**src/rtl/cal_date_engine.sv**
```systemverilog
// rtl/cal_date_engine.sv - calendar date register with day ticks and serial Zeller weekday engine
module cal_date_engine #(
    parameter int YEAR_W   = 16,
    parameter int RST_YEAR = 2000
) (
    input  logic              clk,
    input  logic              rst_n,
    input  logic              load_valid,
    output logic              load_ready,
    input  logic [YEAR_W-1:0] load_year,
    input  logic [3:0]        load_month,
    input  logic [4:0]        load_day,
    input  logic              tick_up,
    input  logic              tick_dn,
    output logic [YEAR_W-1:0] year,
    output logic [3:0]        month,
    output logic [4:0]        day,
    output logic [2:0]        week,
    output logic              week_valid,
    output logic              busy,
    output logic              load_err,
    output logic              ovf,
    output logic              tick_drop
);
    typedef enum logic [1:0] {IDLE, DIV, SUM, MOD} state_t;

    localparam int CW = 6;
    localparam int SW = YEAR_W + 4;
    localparam logic [YEAR_W-1:0] RST_Y = YEAR_W'(RST_YEAR);
    localparam logic [YEAR_W-1:0] MAX_Y = '1;
    localparam logic [YEAR_W-1:0] ONE_Y = YEAR_W'(1);

    function automatic logic is_leap(input logic [YEAR_W-1:0] y);
        return ((y[1:0] == 2'd0) && ((y % YEAR_W'(100)) != '0)) || ((y % YEAR_W'(400)) == '0);
    endfunction

    function automatic logic [4:0] days_in(input logic [3:0] m, input logic [YEAR_W-1:0] y);
        case (m)
            4'd2:                    return is_leap(y) ? 5'd29 : 5'd28;
            4'd4, 4'd6, 4'd9, 4'd11: return 5'd30;
            default:                 return 5'd31;
        endcase
    endfunction

    state_t            state_q, state_d;
    logic [CW-1:0]     cnt_q, cnt_d;
    logic              start_q, start_d;
    logic [6:0]        rem_q, rem_d;
    logic [YEAR_W-1:0] quot_q, quot_d;
    logic [SW-1:0]     s_q, s_d;
    logic [2:0]        md_q, md_d;
    logic [YEAR_W-1:0] year_q, year_d;
    logic [3:0]        month_q, month_d;
    logic [4:0]        day_q, day_d;
    logic [2:0]        week_q, week_d;
    logic              week_valid_q, week_valid_d;
    logic              load_err_q, load_err_d;
    logic              ovf_q, ovf_d;
    logic              tick_drop_q, tick_drop_d;

    logic              is_busy;
    logic              tick_one;
    logic              load_ok;
    logic [YEAR_W-1:0] y_cur;
    logic [YEAR_W-1:0] y_sh;
    logic [7:0]        m_z;
    logic [7:0]        t13;
    logic [7:0]        rx;
    logic [3:0]        mx;

    assign is_busy    = (state_q != IDLE);
    assign busy       = is_busy;
    assign load_ready = !is_busy;
    assign year       = year_q;
    assign month      = month_q;
    assign day        = day_q;
    assign week       = week_q;
    assign week_valid = week_valid_q;
    assign load_err   = load_err_q;
    assign ovf        = ovf_q;
    assign tick_drop  = tick_drop_q;

    // Zeller operands derived from the held date: Jan/Feb count as months 13/14 of the previous year
    always_comb begin
        y_cur    = (month_q <= 4'd2) ? (year_q - ONE_Y) : year_q;
        m_z      = (month_q <= 4'd2) ? ({4'd0, month_q} + 8'd12) : {4'd0, month_q};
        t13      = (8'd13 * (m_z + 8'd1)) / 8'd5;
        tick_one = tick_up ^ tick_dn;
        load_ok  = (load_year != '0) && (load_month >= 4'd1) && (load_month <= 4'd12) &&
                   (load_day >= 5'd1) && (load_day <= days_in(load_month, load_year));
    end

    // Next-state: load/tick handling in IDLE, otherwise one step of the weekday datapath
    always_comb begin
        state_d      = state_q;
        cnt_d        = cnt_q;
        start_d      = start_q;
        rem_d        = rem_q;
        quot_d       = quot_q;
        s_d          = s_q;
        md_d         = md_q;
        year_d       = year_q;
        month_d      = month_q;
        day_d        = day_q;
        week_d       = week_q;
        week_valid_d = week_valid_q;
        load_err_d   = 1'b0;
        ovf_d        = 1'b0;
        tick_drop_d  = 1'b0;
        y_sh         = '0;
        rx           = '0;
        mx           = '0;

        if (is_busy && tick_one) begin
            tick_drop_d = 1'b1;
        end

        case (state_q)
            IDLE: begin
                if (load_valid) begin
                    if (tick_one) begin
                        tick_drop_d = 1'b1;
                    end
                    if (load_ok) begin
                        year_d       = load_year;
                        month_d      = load_month;
                        day_d        = load_day;
                        week_valid_d = 1'b0;
                        state_d      = DIV;
                        cnt_d        = '0;
                        start_d      = 1'b0;
                        rem_d        = '0;
                    end else begin
                        load_err_d = 1'b1;
                    end
                end else if (tick_up && !tick_dn) begin
                    if (day_q < days_in(month_q, year_q)) begin
                        day_d = day_q + 5'd1;
                    end else if (month_q != 4'd12) begin
                        month_d = month_q + 4'd1;
                        day_d   = 5'd1;
                    end else if (year_q != MAX_Y) begin
                        year_d  = year_q + ONE_Y;
                        month_d = 4'd1;
                        day_d   = 5'd1;
                    end else begin
                        ovf_d = 1'b1;
                    end
                    if (!ovf_d) begin
                        week_d = (week_q == 3'd6) ? 3'd0 : (week_q + 3'd1);
                    end
                end else if (tick_dn && !tick_up) begin
                    if (day_q > 5'd1) begin
                        day_d = day_q - 5'd1;
                    end else if (month_q > 4'd1) begin
                        month_d = month_q - 4'd1;
                        day_d   = days_in(month_q - 4'd1, year_q);
                    end else if (year_q != ONE_Y) begin
                        year_d  = year_q - ONE_Y;
                        month_d = 4'd12;
                        day_d   = 5'd31;
                    end else begin
                        ovf_d = 1'b1;
                    end
                    if (!ovf_d) begin
                        week_d = (week_q == 3'd0) ? 3'd6 : (week_q - 3'd1);
                    end
                end
            end
            DIV: begin
                // The first edge out of reset only arms the divider so reset and load share one latency
                if (start_q) begin
                    start_d = 1'b0;
                    rem_d   = '0;
                end else begin
                    y_sh = y_cur << cnt_q;
                    rx   = {rem_q, y_sh[YEAR_W-1]};
                    if (rx >= 8'd100) begin
                        rx = rx - 8'd100;
                    end
                    rem_d  = rx[6:0];
                    quot_d = {quot_q[YEAR_W-2:0], (rx != {rem_q, y_sh[YEAR_W-1]})};
                    if (cnt_q == CW'(YEAR_W - 1)) begin
                        state_d = SUM;
                        cnt_d   = '0;
                    end else begin
                        cnt_d = cnt_q + CW'(1);
                    end
                end
            end
            SUM: begin
                s_d = SW'(day_q) + SW'(t13) + SW'(rem_q) + SW'(rem_q[6:2]) +
                      SW'(quot_q[YEAR_W-1:2]) + (SW'(quot_q) << 2) + SW'(quot_q) + SW'(6);
                md_d    = '0;
                cnt_d   = '0;
                state_d = MOD;
            end
            MOD: begin
                // SW reduction steps, then one extra edge commits the weekday
                if (cnt_q == CW'(SW)) begin
                    week_d       = md_q;
                    week_valid_d = 1'b1;
                    state_d      = IDLE;
                    cnt_d        = '0;
                end else begin
                    mx = {md_q, s_q[SW-1]};
                    if (mx >= 4'd7) begin
                        mx = mx - 4'd7;
                    end
                    md_d  = mx[2:0];
                    s_d   = s_q << 1;
                    cnt_d = cnt_q + CW'(1);
                end
            end
            default: state_d = IDLE;
        endcase
    end

    // State register; reset parks the engine at the start of a weekday computation for RST_YEAR-01-01
    always_ff @(posedge clk or negedge rst_n) begin
        if (!rst_n) begin
            state_q      <= DIV;
            cnt_q        <= '0;
            start_q      <= 1'b1;
            rem_q        <= '0;
            quot_q       <= '0;
            s_q          <= '0;
            md_q         <= '0;
            year_q       <= RST_Y;
            month_q      <= 4'd1;
            day_q        <= 5'd1;
            week_q       <= 3'd0;
            week_valid_q <= 1'b0;
            load_err_q   <= 1'b0;
            ovf_q        <= 1'b0;
            tick_drop_q  <= 1'b0;
        end else begin
            state_q      <= state_d;
            cnt_q        <= cnt_d;
            start_q      <= start_d;
            rem_q        <= rem_d;
            quot_q       <= quot_d;
            s_q          <= s_d;
            md_q         <= md_d;
            year_q       <= year_d;
            month_q      <= month_d;
            day_q        <= day_d;
            week_q       <= week_d;
            week_valid_q <= week_valid_d;
            load_err_q   <= load_err_d;
            ovf_q        <= ovf_d;
            tick_drop_q  <= tick_drop_d;
        end
    end
endmodule

```
**config.mk**
```make
export PLATFORM = sky130hd
export DESIGN_NAME = cal_date_engine
export DESIGN_NICKNAME = d
export VERILOG_FILES = /design/src/rtl/cal_date_engine.sv
export SDC_FILE = /design/constraint.sdc
export NUM_CORES = 1
export LEC_CHECK = 0
export BUFFER_PORTS_ARGS = -buffer_cell sky130_fd_sc_hd__buf_2
export CAP_MARGIN = 10
export CORE_AREA = 2 2 162 164
export DETAILED_ROUTE_END_ITERATION = 12
export DIE_AREA = 0 0 164 166
export PLACE_DENSITY = 0.8
export SLEW_MARGIN = 30
export SYNTH_ARGS = -nofsm -noshare
export SYNTH_HDL_FRONTEND = slang
export SYNTH_SLANG_ARGS = --single-unit
```
**constraint.sdc**
```tcl
create_clock -name clk -period 11.63 [get_ports clk]
set_input_delay 1.163 -clock clk [delete_from_list [all_inputs] [get_ports clk]]
set_output_delay 1.163 -clock clk [all_outputs]
set_load 0.01 [all_outputs]
```
; ---- After elaboration in Yosys (flattened, before gate mapping)
; Cells that the tools add are included.
[op_classes]
n_bitwise = 2
div_mod_pow = 5
reduce_logical = 44
addsub = 20
mul = 1
magnitude_cmp = 10
n_shift = 1
n_mux = 102
n_eq_ne = 43
[ops]
columns = op, count
row1 = two-way mux 16 bit, 11
row2 = two-way mux 5 bit, 14
row3 = nonzero test 16 bit, 3
row4 = two-way mux 4 bit, 10
row5 = one-hot mux 20 bit (2 select lines), 1
row6 = zero test 16 bit, 2
row7 = remainder unit 16 x 7 -> 16 bit (second input constant), 2
row8 = remainder unit 16 x 9 -> 16 bit (second input constant), 2
row9 = two-way mux 3 bit, 10
row10 = two-way mux 6 bit, 5
row11 = two-way mux 1 bit, 29
row12 = equality test 4 x 3 -> 1 bit (second input constant), 6
row13 = equality test 4 bit (second input constant), 6
row14 = two-way mux 8 bit, 3
row15 = one-hot mux 6 bit (4 select lines), 1
row16 = two-way mux 7 bit, 3
row17 = != test 3 bit (second input constant), 7
row18 = adder 19 x 16 -> 20 bit, 1
row19 = adder 20 x 3 -> 20 bit (second input constant), 1
row20 = two-way mux 20 bit, 1
row21 = adder 15 x 18 -> 19 bit, 1
row22 = adder 16 x 1 -> 16 bit (second input constant), 1
row23 = != test 16 x 1 -> 1 bit (second input constant), 1
row24 = != test 16 bit (second input constant), 1
row25 = other kinds (67), 106
[totals]
out_inout_bits = 34
ff_bits = 87
n_memories = 0
latch_bits = 0
rom_bits = 0
wordCells = 243
mem_bits_rw = 0

; ---- Logic depth before layout (Yosys ltp)
[depth]
word_depth = 18
depth_mapped = 67
depth_no_buf = 66

; ---- Worst setup path after synthesis
; Ideal clock, no wire load.
[synth_path]
path_kind = flip-flop to flip-flop
from = register month_q[0] (netlist: month[0])
to = register s_q[18]
path_buffers = 2
required_time_ps = 11547
stages_incl_launch_ff = 61
slack_ps = 570
setup_time_ps = 83
t_arrival_ps = 10977
path_cell_list = dfstp_2 -> clkbuf_1 -> inv_1 -> ha_1 -> nand2_1 -> and2_0 -> clkbuf_1 -> a2111o_1 -> nand3_1 -> ha_1 -> inv_1 -> fa_1 -> inv_1 -> ha_1 -> a21o_1 -> a21oi_1 -> xnor2_1 -> xnor2_1 -> (+25 left out) -> nor2b_1 -> o21a_1 -> o21a_1 -> o21a_1 -> o21a_1 -> o21a_1 -> o21a_1 -> o21a_1 -> o21a_1 -> o21a_1 -> o21a_1 -> o21a_1 -> o21ai_0 -> nand2b_1 -> a21oi_1 -> xnor2_1 -> nor2_1 -> o21ai_0
[synth_via]
elab_chain_cells = 13
elab_cells_between_ends = 14
[synth_lines]
columns = element, line
row1 = from (decl), 53  ; logic [3:0] month_q, month_d;
row2 = from (signal assigned), 246  ; month_q <= month_d;
row3 = adder 4 x 4 -> 5 bit / less-or-equal comparator 4 x 2 -> 1 bit (equally long branches), 86  ; m_z = (month_q <= 4'd2) ? ({4'd0, month_q} + 8'd12) : {4'd0, month_q};
row4 = two-way mux 5 bit (*), 86
row5 = adder 5 x 1 -> 6 bit (*), 87  ; t13 = (8'd13 * (m_z + 8'd1)) / 8'd5;
row6 = multiplier 4 x 6 -> 8 bit (*), 87
row7 = divider 8 x 3 -> 8 bit (*), 87
row8 = adder 5 x 8 -> 9 bit (*), 192  ; s_d = SW'(day_q) + SW'(t13) + SW'(rem_q) + SW'(rem_q[6:2]) +
row9 = adder 9 x 7 -> 10 bit (*), 192
row10 = adder 10 x 5 -> 11 bit (*), 192
row11 = adder 11 x 14 -> 15 bit (*), 192
row12 = adder 15 x 18 -> 19 bit (*), 193  ; SW'(quot_q[YEAR_W-1:2]) + (SW'(quot_q) << 2) + SW'(quot_q) + SW'(6);
row13 = adder 19 x 16 -> 20 bit (*), 193
row14 = adder 20 x 3 -> 20 bit (*), 193
row15 = one-hot mux 20 bit (2 select lines) (*), 118  ; case (state_q)
row16 = to (signal assigned), 227  ; s_q <= '0;
row17 = to (signal assigned), 243  ; s_q <= s_d;
row18 = to (decl), 50  ; logic [SW-1:0] s_q, s_d;
; Every way passes the cells marked *; elsewhere a longest branch is shown, timed or not.
; A chain may end at the register's enable or synchronous reset.

; ---- Worst setup path in the final report
[layout_path]
from = register month_q[0] (netlist: month[0])
to = register s_q[19]
; The elaborated chain is that of the path after synthesis.

==> reports/qor.yml <==
finalMaxSlewViolations: 0
min-delay-path-class: "flop to flop"
cts_max_level: 3
firstDrtPassIters: 7
insertion_delay_ns: 0.35
holdWs_ns: 0.4801
start_util: 0.4889
root_buffer: "clkbuf_16"
syn_area_per_cell_um2: 8.028
synth-seq-cells: 87
outcome: "finished, final reports clean"
synth_nets: 1737
crit_required_ns: 11.84
cap_violations: 0
die_h_um: 166
drtIter0Drc: 1090
worst-r2r-cell-count: 60
cts.sinks: 87
finalSetupViolCount: 0
drtAntennaViolNets: 0
wl_per_cell_um: 17.45
portBuffers: 63
synth_flop_cell: "dfrtp_1"
period_needed_ns: 11.04
dieWidth_um: 164
r2r_end: "s_q[19]"
drc_errors: 0
syn2layout_area_growth_pct: 7.474
synth_seq_area_share: 0.1748
period_share: 0.9496
endpoint: "s_q[19]"
whs_path_depth: 2
fillCellCount: 2323
critical_path_arrival_ns: 11.26
grt_overflow: 0
worst_pin_slew_ns: 0.9637
dpl.hpwl_um: 24150
rows: 59
finalClockSkew_ns: 0.007559
crit_start: "month[0]"
grt_pass1_vias: 11415
max_freq_mhz: 90.54
vias: 12228
wirelength_um: 33250
critical_path.max_stage_delay_ns: 0.56
cp-start-kind: "flop"
r2r_slack_ns: 0.59
clk_pin_slew_worst_paths_ns: 0.06
viasPerCell: 6.419
holdBufCountCts: 0
cts_made_buffers: 9
synth_area_um2: 12520
cp-end-kind: "flop"
ios: 64
cts_tree: "built"
diodes: 0
nets: 1742
async_flop_share: 1.000
antenna_found_initial: 0
grtUsageTotal: 0.2387
multiInputGateArea_um2: 9719
yosys_warnings: 0
hold_viol_final: 0
synth-edff-count: 0
drive_gt1_frac: 0.1465
core_area_um2: 25620
die_area_um2: 27220
relSlewSlack: 0.3575
critPathMaxFanout: 10
criticalPathCategory: "flop to flop"
cp_slowest_cell: "dfstp_2"
r2r_start: "month[0]"
grt_max_degree: 62
regArea_um2: 2196
grt_pass1_wl_um: 54590
clockBufferDepth: 2
postSynthCellCount: 1560
netlist-cell-type-count: 119
gp_congestion: 0.9327
## state kept, by name, indices dropped and copies added (netlist names), 2 cells and up
signal	cells
md_q	3
quot_q	16
rem_q	7
week	3
cnt_q	6
state_q	2
month	4
day	5
year	16
s_q	20
## metal layers
metal,track usage,up-vias,wire length [um]
li1,-,5809,-
met1,0.3230,5926,14260
met2,0.3929,433,16000
met3,0.02572,60,2091
met4,0.08772,0,894
met5,0,-,0
## kinds of logic (layout without fill, tap and decap cells)
group                      after synthesis  count (layout)  share of synthesized area
adders and majority gates              151             151                     0.1735
and+or+nand+nor                        525             525                     0.2109
AOI/OAI and AO/OA                      504             504                     0.2846
DFF                                     87              87                     0.1748
xor gates and xnor gates                63              63                    0.04526
muxes                                   56              56                    0.05055
buffers and inverters                  174             184                    0.06024
## how the worst min path moves through the flow
| stage | start | end | slack [ns] |
|---|---|---|---|
| after global placement | s_q[1] | s_q[1] | 0.46 |
| after detailed placement | s_q[1] | s_q[1] | 0.47 |
| after global routing | s_q[14] | s_q[14] | 0.51 |
| after floorplan | s_q[7] | s_q[7] | 0.45 |
| after CTS | s_q[1] | s_q[1] | 0.49 |
| final | s_q[1] | s_q[1] | 0.48 |
## cell usage in the layout (no fill, tap or decap), types with 44 or more instances in the layout
master   Yosys  layout
nand2_1    140     137
ha_1       108     103
a21oi_1    110     107
dfrtp_1     77      72
xnor2_1     48      44
nor2_1     118     113
o21ai_0    100      92
inv_1       78      74
nor3_1      49      48
buf_2       17      61
## repair_timing
action | in CTS | in global routing
buffers inserted | 1 | 11
endpoints found under the setup margin | 2 | 7
pin swaps | 1 | 10
gates resized for setup | 5 | 38
endpoints found under the hold margin | 0 | 0
## worst max-delay path: cells and delay by family, from the launching register on
| kind | cells | cell delay (ns) |
|---|---|---|
| compound gates | 19 | 3.28 |
| xor+xnor | 5 | 1.14 |
| fa+ha+maj | 10 | 3.25 |
| buf+inv | 8 | 0.59 |
| flops | 1 | 0.56 |
| simple gates | 18 | 2.07 |
## per-stage QoR
| stage | setup TNS [ns] | setup WS, ns | utilization | cells | cell area (um2) |
|---|---|---|---|---|---|
| finish | 0 | 0.5856 | 0.5254 | 1905 | 13460 |
| global placement | 0 | 0.5394 | 0.5032 | 1877 | 12890 |
| detailed placement | -0.1492 | -0.1492 | 0.5034 | 1877 | 12900 |
| global route | -0.2913 | -0.2004 | 0.5254 | 1905 | 13460 |
| CTS | 0 | 0.005712 | 0.5174 | 1894 | 13250 |
| floorplan | 0 | 0.5703 | - | 1560 | 12520 |
## cell usage after synthesis (all sizes together) (37+ instances only)
master	instances	area share
nand2	141	0.042
clkbuf	53	0.017
nor2	121	0.038
nand3	42	0.017
fa	39	0.062
a21oi	113	0.046
o21ai	107	0.044
buf	37	0.018
ha	108	0.11
nor3	51	0.021
dfrtp	77	0.15
xnor2	49	0.035
inv	81	0.024
## layout make-up
class / instances / share of cell area
sequential: 87 / 0.1631
timing repair buffer: 84 / 0.03551
clock buffer: 13 / 0.02082
clock inverter: 3 / 0.003533
inverter: 84 / 0.02371
multi-input combinational: 1299 / 0.7221
tap: 335 / 0.03114
Power is left out: the tool's default activity adds up to more than one toggle a clock period on the data nets, which glitch-free logic cannot reach.
